File: src/rtl/scope_pkg.sv
// Shared types and constants for the scope trigger/capture block.
// Optional auto-trigger is enabled in the top by defining SCOPE_AUTO_TRIG_EN.
package scope_pkg;

  localparam int SAMPLE_W = 8;

  localparam logic SLOPE_RISING  = 1'b0;
  localparam logic SLOPE_FALLING = 1'b1;

  typedef enum logic [2:0] {
    ST_IDLE,
    ST_PREFILL,
    ST_WAIT_TRIG,
    ST_POST,
    ST_READY,
    ST_READOUT
  } scope_state_e;

endpackage

File: src/rtl/scope_trig_capture_if.sv
// Sample-input, control, readout and status bundle for scope_trig_capture.
// master = stimulus/consumer side, slave = the capture block.
interface scope_trig_capture_if
  import scope_pkg::*;
#(
  parameter int AW = 8
);

  logic [SAMPLE_W-1:0] sample_in;
  logic                sample_valid;
  logic                arm;
  logic [SAMPLE_W-1:0] trig_level;
  logic                trig_slope;
  logic [AW-1:0]       pre_count;
  logic                rd_req;
  logic [SAMPLE_W-1:0] rd_data;
  logic                rd_valid;
  logic                rd_last;
  logic                busy;
  logic                triggered;
  logic                done;

  modport master (
    output sample_in, sample_valid, arm, trig_level, trig_slope, pre_count, rd_req,
    input  rd_data, rd_valid, rd_last, busy, triggered, done
  );

  modport slave (
    input  sample_in, sample_valid, arm, trig_level, trig_slope, pre_count, rd_req,
    output rd_data, rd_valid, rd_last, busy, triggered, done
  );

endinterface

File: src/rtl/scope_capture_ram.sv
// Simple dual-port sample RAM: one write port, one synchronous read port (1-cycle latency).
module scope_capture_ram #(
  parameter int DEPTH = 256,
  parameter int AW    = 8,
  parameter int DW    = 8
) (
  input  logic          clk,
  input  logic          reset,
  input  logic          we_i,
  input  logic [AW-1:0] waddr_i,
  input  logic [DW-1:0] wdata_i,
  input  logic          re_i,
  input  logic [AW-1:0] raddr_i,
  output logic [DW-1:0] rdata_o
);

  logic [DW-1:0] mem_q [DEPTH];
  logic [DW-1:0] rdata_q;

  always_ff @(posedge clk) begin
    if (we_i) mem_q[waddr_i] <= wdata_i;
  end

  // Only the read register is cleared; the array itself keeps its contents.
  always_ff @(posedge clk or negedge reset) begin
    if (!reset)    rdata_q <= '0;
    else if (re_i) rdata_q <= mem_q[raddr_i];
  end

  assign rdata_o = rdata_q;

endmodule

File: src/rtl/scope_trig_capture.sv
// Level/slope triggered capture of a pre/post-trigger window into a circular RAM, read out oldest-first.
// Define SCOPE_AUTO_TRIG_EN to force a trigger after AUTO_TIMEOUT valid samples in WAIT_TRIG.
module scope_trig_capture
  import scope_pkg::*;
#(
  parameter int DEPTH = 256,
  parameter int AW    = 8
`ifdef SCOPE_AUTO_TRIG_EN
  , parameter int AUTO_TIMEOUT = 4096
`endif
) (
  input  logic                 clk,
  input  logic                 reset,
  scope_trig_capture_if.slave  bus
);

  scope_state_e        state_q, state_d;
  logic [SAMPLE_W-1:0] level_q;
  logic [SAMPLE_W-1:0] prev_q;
  logic                slope_q;
  logic                prev_valid_q;
  logic [AW-1:0]       pre_q;
  logic [AW-1:0]       pre_cnt_q;
  logic [AW-1:0]       wr_ptr_q;
  logic [AW-1:0]       trig_ptr_q;
  logic [AW-1:0]       post_rem_q;
  logic [AW-1:0]       rd_ptr_q;
  logic [AW:0]         rd_cnt_q;
  logic                rd_valid_q;
  logic                rd_last_q;
  logic                busy_q;
  logic                triggered_q;
  logic                done_q;

  logic                capturing;
  logic                wr_en;
  logic                rise_hit;
  logic                fall_hit;
  logic                edge_hit;
  logic                auto_hit;
  logic                trig_hit;
  logic                rd_issue;

  assign capturing = (state_q == ST_PREFILL) || (state_q == ST_WAIT_TRIG) || (state_q == ST_POST);

  // A POST cycle with nothing left to collect must not overwrite the oldest pre-trigger sample.
  assign wr_en = capturing && bus.sample_valid &&
                 !((state_q == ST_POST) && (post_rem_q == '0));

  assign rise_hit = (prev_q < level_q) && (bus.sample_in >= level_q);
  assign fall_hit = (prev_q > level_q) && (bus.sample_in <= level_q);
  assign edge_hit = prev_valid_q &&
                    (((slope_q == SLOPE_RISING)  && rise_hit) ||
                     ((slope_q == SLOPE_FALLING) && fall_hit));

`ifdef SCOPE_AUTO_TRIG_EN
  localparam int TW = $clog2(AUTO_TIMEOUT + 1);
  logic [TW-1:0] auto_cnt_q;

  always_ff @(posedge clk or negedge reset) begin
    if (!reset)                                          auto_cnt_q <= '0;
    else if ((state_q == ST_IDLE) && bus.arm)            auto_cnt_q <= '0;
    else if ((state_q == ST_WAIT_TRIG) && bus.sample_valid) auto_cnt_q <= auto_cnt_q + TW'(1);
  end

  assign auto_hit = (auto_cnt_q == TW'(AUTO_TIMEOUT - 1));
`else
  assign auto_hit = 1'b0;
`endif

  assign trig_hit = (state_q == ST_WAIT_TRIG) && bus.sample_valid && (edge_hit || auto_hit);
  assign rd_issue = (state_q == ST_READOUT) && bus.rd_req && !rd_cnt_q[AW];

  always_comb begin
    state_d = state_q;
    case (state_q)
      ST_IDLE: begin
        if (bus.arm) state_d = ST_PREFILL;
      end
      ST_PREFILL: begin
        if (pre_q == '0)
          state_d = ST_WAIT_TRIG;
        else if (bus.sample_valid && (pre_cnt_q == pre_q - AW'(1)))
          state_d = ST_WAIT_TRIG;
      end
      ST_WAIT_TRIG: begin
        if (trig_hit) state_d = ST_POST;
      end
      ST_POST: begin
        if (post_rem_q == '0)
          state_d = ST_READY;
        else if (bus.sample_valid && (post_rem_q == AW'(1)))
          state_d = ST_READY;
      end
      ST_READY: begin
        if (bus.rd_req) state_d = ST_READOUT;
      end
      ST_READOUT: begin
        if (rd_last_q) state_d = ST_IDLE;
      end
      default: state_d = ST_IDLE;
    endcase
  end

  // Status flags are derived from the next state so they change together with the state register.
  always_ff @(posedge clk or negedge reset) begin
    if (!reset) begin
      state_q      <= ST_IDLE;
      level_q      <= '0;
      slope_q      <= SLOPE_RISING;
      pre_q        <= '0;
      pre_cnt_q    <= '0;
      wr_ptr_q     <= '0;
      prev_q       <= '0;
      prev_valid_q <= 1'b0;
      trig_ptr_q   <= '0;
      post_rem_q   <= '0;
      rd_ptr_q     <= '0;
      rd_cnt_q     <= '0;
      rd_valid_q   <= 1'b0;
      rd_last_q    <= 1'b0;
      busy_q       <= 1'b0;
      triggered_q  <= 1'b0;
      done_q       <= 1'b0;
    end else begin
      state_q <= state_d;
      busy_q  <= (state_d != ST_IDLE);
      done_q  <= (state_d == ST_READY) || (state_d == ST_READOUT);

      // An AW-bit pre_count cannot exceed DEPTH-1, so latching it is already the clamp.
      if ((state_q == ST_IDLE) && bus.arm) begin
        level_q      <= bus.trig_level;
        slope_q      <= bus.trig_slope;
        pre_q        <= bus.pre_count;
        pre_cnt_q    <= '0;
        wr_ptr_q     <= '0;
        prev_valid_q <= 1'b0;
      end

      if (wr_en) wr_ptr_q <= wr_ptr_q + AW'(1);

      if (capturing && bus.sample_valid) begin
        prev_q       <= bus.sample_in;
        prev_valid_q <= 1'b1;
      end

      if ((state_q == ST_PREFILL) && bus.sample_valid) pre_cnt_q <= pre_cnt_q + AW'(1);

      if (trig_hit) begin
        trig_ptr_q  <= wr_ptr_q;
        triggered_q <= 1'b1;
        post_rem_q  <= AW'(DEPTH - 1) - pre_q;
      end

      if ((state_q == ST_POST) && bus.sample_valid && (post_rem_q != '0))
        post_rem_q <= post_rem_q - AW'(1);

      if (state_q == ST_POST) begin
        rd_ptr_q <= trig_ptr_q - pre_q;
        rd_cnt_q <= '0;
      end

      if (rd_issue) begin
        rd_ptr_q <= rd_ptr_q + AW'(1);
        rd_cnt_q <= rd_cnt_q + (AW+1)'(1);
      end

      rd_valid_q <= rd_issue;
      rd_last_q  <= rd_issue && (rd_cnt_q == (AW+1)'(DEPTH - 1));

      if (state_d == ST_IDLE) triggered_q <= 1'b0;
    end
  end

  scope_capture_ram #(
    .DEPTH (DEPTH),
    .AW    (AW),
    .DW    (SAMPLE_W)
  ) u_ram (
    .clk     (clk),
    .reset   (reset),
    .we_i    (wr_en),
    .waddr_i (wr_ptr_q),
    .wdata_i (bus.sample_in),
    .re_i    (rd_issue),
    .raddr_i (rd_ptr_q),
    .rdata_o (bus.rd_data)
  );

  assign bus.rd_valid  = rd_valid_q;
  assign bus.rd_last   = rd_last_q;
  assign bus.busy      = busy_q;
  assign bus.triggered = triggered_q;
  assign bus.done      = done_q;

endmodule
File: src/flat_wrapper.sv
// flat-port wrapper written by rule: the top's interface ports become plain ports
module scope_trig_capture_flat import scope_pkg::*;
#(
  parameter int DEPTH = 256,
  parameter int AW    = 8

)
  (clk, reset, bus_sample_in, bus_sample_valid, bus_arm, bus_trig_level, bus_trig_slope, bus_pre_count, bus_rd_req, bus_rd_data, bus_rd_valid, bus_rd_last, bus_busy, bus_triggered, bus_done);
  scope_trig_capture_if #(.AW(AW)) bus_i ();
  input  logic clk;
  input  logic reset;
  input wire logic [$bits(bus_i.sample_in)-1:0] bus_sample_in;
  input wire logic [$bits(bus_i.sample_valid)-1:0] bus_sample_valid;
  input wire logic [$bits(bus_i.arm)-1:0] bus_arm;
  input wire logic [$bits(bus_i.trig_level)-1:0] bus_trig_level;
  input wire logic [$bits(bus_i.trig_slope)-1:0] bus_trig_slope;
  input wire logic [$bits(bus_i.pre_count)-1:0] bus_pre_count;
  input wire logic [$bits(bus_i.rd_req)-1:0] bus_rd_req;
  output wire logic [$bits(bus_i.rd_data)-1:0] bus_rd_data;
  output wire logic [$bits(bus_i.rd_valid)-1:0] bus_rd_valid;
  output wire logic [$bits(bus_i.rd_last)-1:0] bus_rd_last;
  output wire logic [$bits(bus_i.busy)-1:0] bus_busy;
  output wire logic [$bits(bus_i.triggered)-1:0] bus_triggered;
  output wire logic [$bits(bus_i.done)-1:0] bus_done;
  assign bus_i.sample_in = bus_sample_in;
  assign bus_i.sample_valid = bus_sample_valid;
  assign bus_i.arm = bus_arm;
  assign bus_i.trig_level = bus_trig_level;
  assign bus_i.trig_slope = bus_trig_slope;
  assign bus_i.pre_count = bus_pre_count;
  assign bus_i.rd_req = bus_rd_req;
  assign bus_rd_data = bus_i.rd_data;
  assign bus_rd_valid = bus_i.rd_valid;
  assign bus_rd_last = bus_i.rd_last;
  assign bus_busy = bus_i.busy;
  assign bus_triggered = bus_i.triggered;
  assign bus_done = bus_i.done;
  scope_trig_capture #(.DEPTH(DEPTH), .AW(AW)) u_core (.clk(clk), .reset(reset), .bus(bus_i));
endmodule
File: config.mk
export PLATFORM = sky130hd
export DESIGN_NAME = scope_trig_capture_flat
export DESIGN_NICKNAME = d
export VERILOG_FILES = /design/src/rtl/scope_pkg.sv /design/src/rtl/scope_trig_capture_if.sv /design/src/rtl/scope_capture_ram.sv /design/src/rtl/scope_trig_capture.sv /design/src/flat_wrapper.sv
export SDC_FILE = /design/constraint.sdc
export NUM_CORES = 2
export LEC_CHECK = 0
export BUFFER_PORTS_ARGS = -buffer_cell sky130_fd_sc_hd__buf_2
export CAP_MARGIN = 20
export CORE_MARGIN = 1.5
export CORE_UTILIZATION = 35
export DETAILED_ROUTE_END_ITERATION = 7
export PLACE_DENSITY = 0.5
export SLEW_MARGIN = 0
export SYNTH_ARGS = -nofsm -noshare
export SYNTH_HDL_FRONTEND = slang
export SYNTH_HIERARCHICAL = 1
export SYNTH_SLANG_ARGS = --single-unit
File: constraint.sdc
create_clock -name clk -period 5.2 [get_ports clk]
set_input_delay 0.78 -clock clk [delete_from_list [all_inputs] [get_ports clk]]
set_output_delay 0.78 -clock clk [all_outputs]
set_load 0.05 [all_outputs]
==> run_results.csv <==
group,metric,value,unit
logic_synthesis,synth_top_area_cell,"edfxtp_1",
cells_and_area,seqCellArea,63800,um^2
critical_path,cp_data_arrival_time,4.81,ns
route,vias_per_cell,5.56,
cts,cts_tree,"yes",
cts,clock_path_buffers,3,
floorplanning,die_area,245000,um^2
critical_path,cpPeakStageDelay,0.93,ns
floorplanning,die_w,495,um
logic_synthesis,synth.top_cell.area_share,0.727,
cts,ctsHtreeMaxLevel,4,
cells_and_area,multi_input_area,19100,um^2
route,ant_nets,0,
cts,worst_skew_pair.late_latency,0.86,ns
route,drc,0,
route,via_count,44100,
grt,grt_antenna_before_repair,12,
route,drt_iter0_markers,4737,
sta,finalSetupViolations,0,
logic_synthesis,ys_seq_area_frac,0.754,
sta,fin_crit_sh,0.783,
logic_synthesis,synth_edf_count,2048,
route,highest_layer,"met4",
critical_path,cp_max_fo,44,
critical_path,crit_path_start,"u_core/rd_ptr_q[0]",
critical_path,r2r-start,"u_core/rd_ptr_q[0]",
sta,clock_skew,0.0584,ns
pwr,leakage,29.6,nW
logic_synthesis,synthTopCellsByArea,"edfxtp_1 73%, mux4_2 12%, dfrtp_1 2.7%",
logic_synthesis,synthFlopType,"edfxtp_1",
worst_hold_path,hold_path.class,"in -> reg",
sta,relSlewSlack,0.123,
route,dr_wl_met2,118,mm
grt,globalRouteOverflowTotal,0,
sta,fin_setup_tns,0,ns
grt,grt_pass1_wl,350,mm
cts,cts-root-buf,"clkbuf_16",
cts,cts_setup_buffers,0,
cts,postCtsHoldBufs,1,
route,dr.pass1.iters,5,
floorplanning,fp-row-count,180,
floorplanning,design.core.area,241000,um^2
grt,grt_pass1_vias,44000,
floorplanning,die_h,495,um
critical_path,crit_slowest_cell,"dfrtp_4",
placement,io_buffers,42,
logic_synthesis,synth_nets,4371,
logic_synthesis,yosys.cell_types.count,81,
critical_path,crit_type,"reg -> reg",
route,met3_length,15.9,mm
route,wl_per_cell,31.5,um
pwr,fin_total_pwr,0.0357,W
placement,gp_congestion,0.842,
floorplanning,io_pins,43,
cts,clock_sinks,2139,
cells_and_area,stdcell_area,96700,um^2
placement,hpwl,160,mm
pwr,ir_drop,0.000312,V
logic_synthesis,async_flop_share,0.0425,
sta,fmax,246,MHz
cts,cts_buffers,221,
route,wl_met1,110,mm
route,routed_wl,250,mm
critical_path,start_kind,"register",
cells_and_area,post-route-util,0.402,
floorplanning,initial_utilization,0.352,
logic_synthesis,ys_ff_latch,2139,
logic_synthesis,syn_area_per_cell,19.6,um^2
sta,worst_pin_slew,1.32,ns
logic_synthesis,syn_area,84600,um^2
run,maxCapViolCount,0,
critical_path,cp_cell_sequence,"buf_12, mux4_2, a22o_1, a221oi_1, o22ai_1, nor3_1, a2111oi_0, buf_4, a211o_1",
logic_synthesis,syn_inst,4309,
cells_and_area,area_growth,14.2,%
cts,cts_resized,0,
sta,drv_slew,0,
cells_and_area,final_layout_size_suffix_gt1_frac,0.231,
run_status,status,"complete, no violations",
sta,fin_crit,4.07,ns
grt,grt_usage,0.203,
pwr,cellPowerDensity,369,nW/um^2
critical_path,endpoint_kind,"register",
cells_and_area,nNetsFinal,4621,
worst_hold_path,hold_start,"bus_pre_count[7]",
sta,hold_violations,0,
cells_and_area,nFillCells,21400,
grt,grt_max_degree,175,
cts,path_clk_slew,0.06,ns
placement,placed_cell_area,89400,um^2
sta,rsz0062_at_grt,"false",
critical_path,required,5.94,ns
sta,whs,0.119,ns
logic_synthesis,yosysWarnings,6,
==> cell families (layout without fill, tap and decap cells) <==
| logic type | after synthesis | count (layout) | share of synthesized area |
|---|---|---|---|
| compound gates | 466 | 466 | 0.0379 |
| xor+xnor | 20 | 20 | 0.00207 |
| fa+ha+maj | 32 | 32 | 0.00482 |
| buf+inv | 289 | 729 | 0.0206 |
| flops | 2139 | 2139 | 0.754 |
| mux | 646 | 646 | 0.143 |
| other cells | 0 | 3 | 0 |
| simple gates | 717 | 717 | 0.0379 |
==> critical path: cells and delay by family (launching register included) <==
| kind | cells | cell delay, ns |
|---|---|---|
| AOI/OAI and AO/OA | 5 | 1.11 |
| buffers and inverters | 2 | 0.62 |
| DFF | 1 | 0.93 |
| muxes | 1 | 0.55 |
| and+or+nand+nor | 1 | 0.74 |
==> synthesized netlist by cell type (47+ instances only) <==
master and n:
dfrtp_1 91, mux4_2 443, clkbuf_1 95, nand2_1 143
edfxtp_1 2048, o21ai_0 74, a21oi_1 63, mux2i_1 173
o22ai_1 80, nand3_1 73, buf_6 47, nor2_1 331
nor3_1 51, buf_2 69, a22oi_1 55
==> power breakdown <==
| part | total, W | internal [W] | leakage, nW | switching (W) |
|---|---|---|---|---|
| clock network | 0.0159 | 0.00917 | 3.52 | 0.00672 |
| registers | 0.0190 | 0.0190 | 19.5 | 0.0000787 |
| logic | 0.000783 | 0.000125 | 6.58 | 0.000659 |
| total | 0.0357 | 0.0282 | 29.6 | 0.00746 |
==> path summary, 6_finish.rpt <==
| check | slack, ns | depth (start not counted) | end |
|---|---|---|---|
| worst max register to register | 1.13 | 9 | u_core/u_ram/rdata_o[4] |
| worst min-delay path | 0.12 | 3 | u_core/pre_q[7] |
| min in group asynchronous | 0.52 | 2 | u_core/pre_q[0] |
| max in group asynchronous | 3.19 | 3 | u_core/rd_ptr_q[0] |
| worst min register to register | 0.47 | 1 | u_core/rd_cnt_q[5] |
| worst max-delay path | 1.13 | 9 | u_core/u_ram/rdata_o[4] |
==> final cells by class <==
class	instances	share of cell area
well taps	3185	0.0412
clock inverters	130	0.0135
inverters	38	0.00149
clock buffers	283	0.0612
multi-input cells	1881	0.198
flip-flops and latches	2139	0.660
diodes	3	0.0000777
repair buffers	278	0.0245
==> sequential cells by signal, summed over array words and instances (netlist names) <==
register / cells
u_core/wr_ptr_q: 8
u_core/prev_valid_q: 1
u_core/rd_cnt_q: 9
u_core/pre_cnt_q: 8
u_core/bus.done: 1
u_core/state_q: 3
u_core/slope_q: 1
u_core/trig_ptr_q: 8
u_core/level_q: 8
u_core/u_ram/rdata_o: 8
u_core/bus.triggered: 1
u_core/bus.busy: 1
u_core/post_rem_q: 8
u_core/pre_q: 8
u_core/rd_ptr_q: 8
u_core/u_ram/mem_q: 2048
u_core/prev_q: 8
u_core/bus.rd_valid: 1
u_core/bus.rd_last: 1
==> metrics by stage <==
stage | worst slack (ns) | instances
6_report | 1.13 | 7937
4_1_cts | 1.03 | 7931
3_3_place_gp | 0.912 | 7512
5_1_grt | 1.04 | 7935
3_5_place_dp | 1.06 | 7517
2_1_floorplan | 2.24 | 4309
==> layer usage <==
layer  vias to the layer above  global-route usage
li1                      18300                   -
met1                     24000               0.294
met2                      1577               0.321
met3                       293              0.0312
met4                         0              0.0516
met5                         -                   0
==> placed cells by master, fill, tap and decap left out, drive strengths merged, types with 7 or more instances in the layout <==
| master | count |
|---|---|
| o21ai | 77 |
| mux4 | 445 |
| clkinvlp | 9 |
| bufinv | 23 |
| clkbuf | 284 |
| a221oi | 18 |
| and2 | 16 |
| nand4 | 29 |
| nor2b | 16 |
| and3 | 11 |
| o22ai | 80 |
| inv | 47 |
| nor3 | 51 |
| o311ai | 10 |
| a21oi | 63 |
| a31oi | 16 |
| clkinv | 89 |
| o211ai | 13 |
| edfxtp | 2048 |
| nand2b | 11 |
| o31ai | 12 |
| o221ai | 34 |
| nor2 | 331 |
| nand2 | 143 |
| dfrtp | 91 |
| buf | 275 |
| nand3 | 73 |
| nor4 | 7 |
| ha | 31 |
| a22o | 16 |
| a2111oi | 13 |
| mux2 | 27 |
| a22oi | 55 |
| or3 | 8 |
| mux2i | 174 |
| a211oi | 25 |
| xnor2 | 14 |
Note: power is estimated with default switching activity, not from simulation.
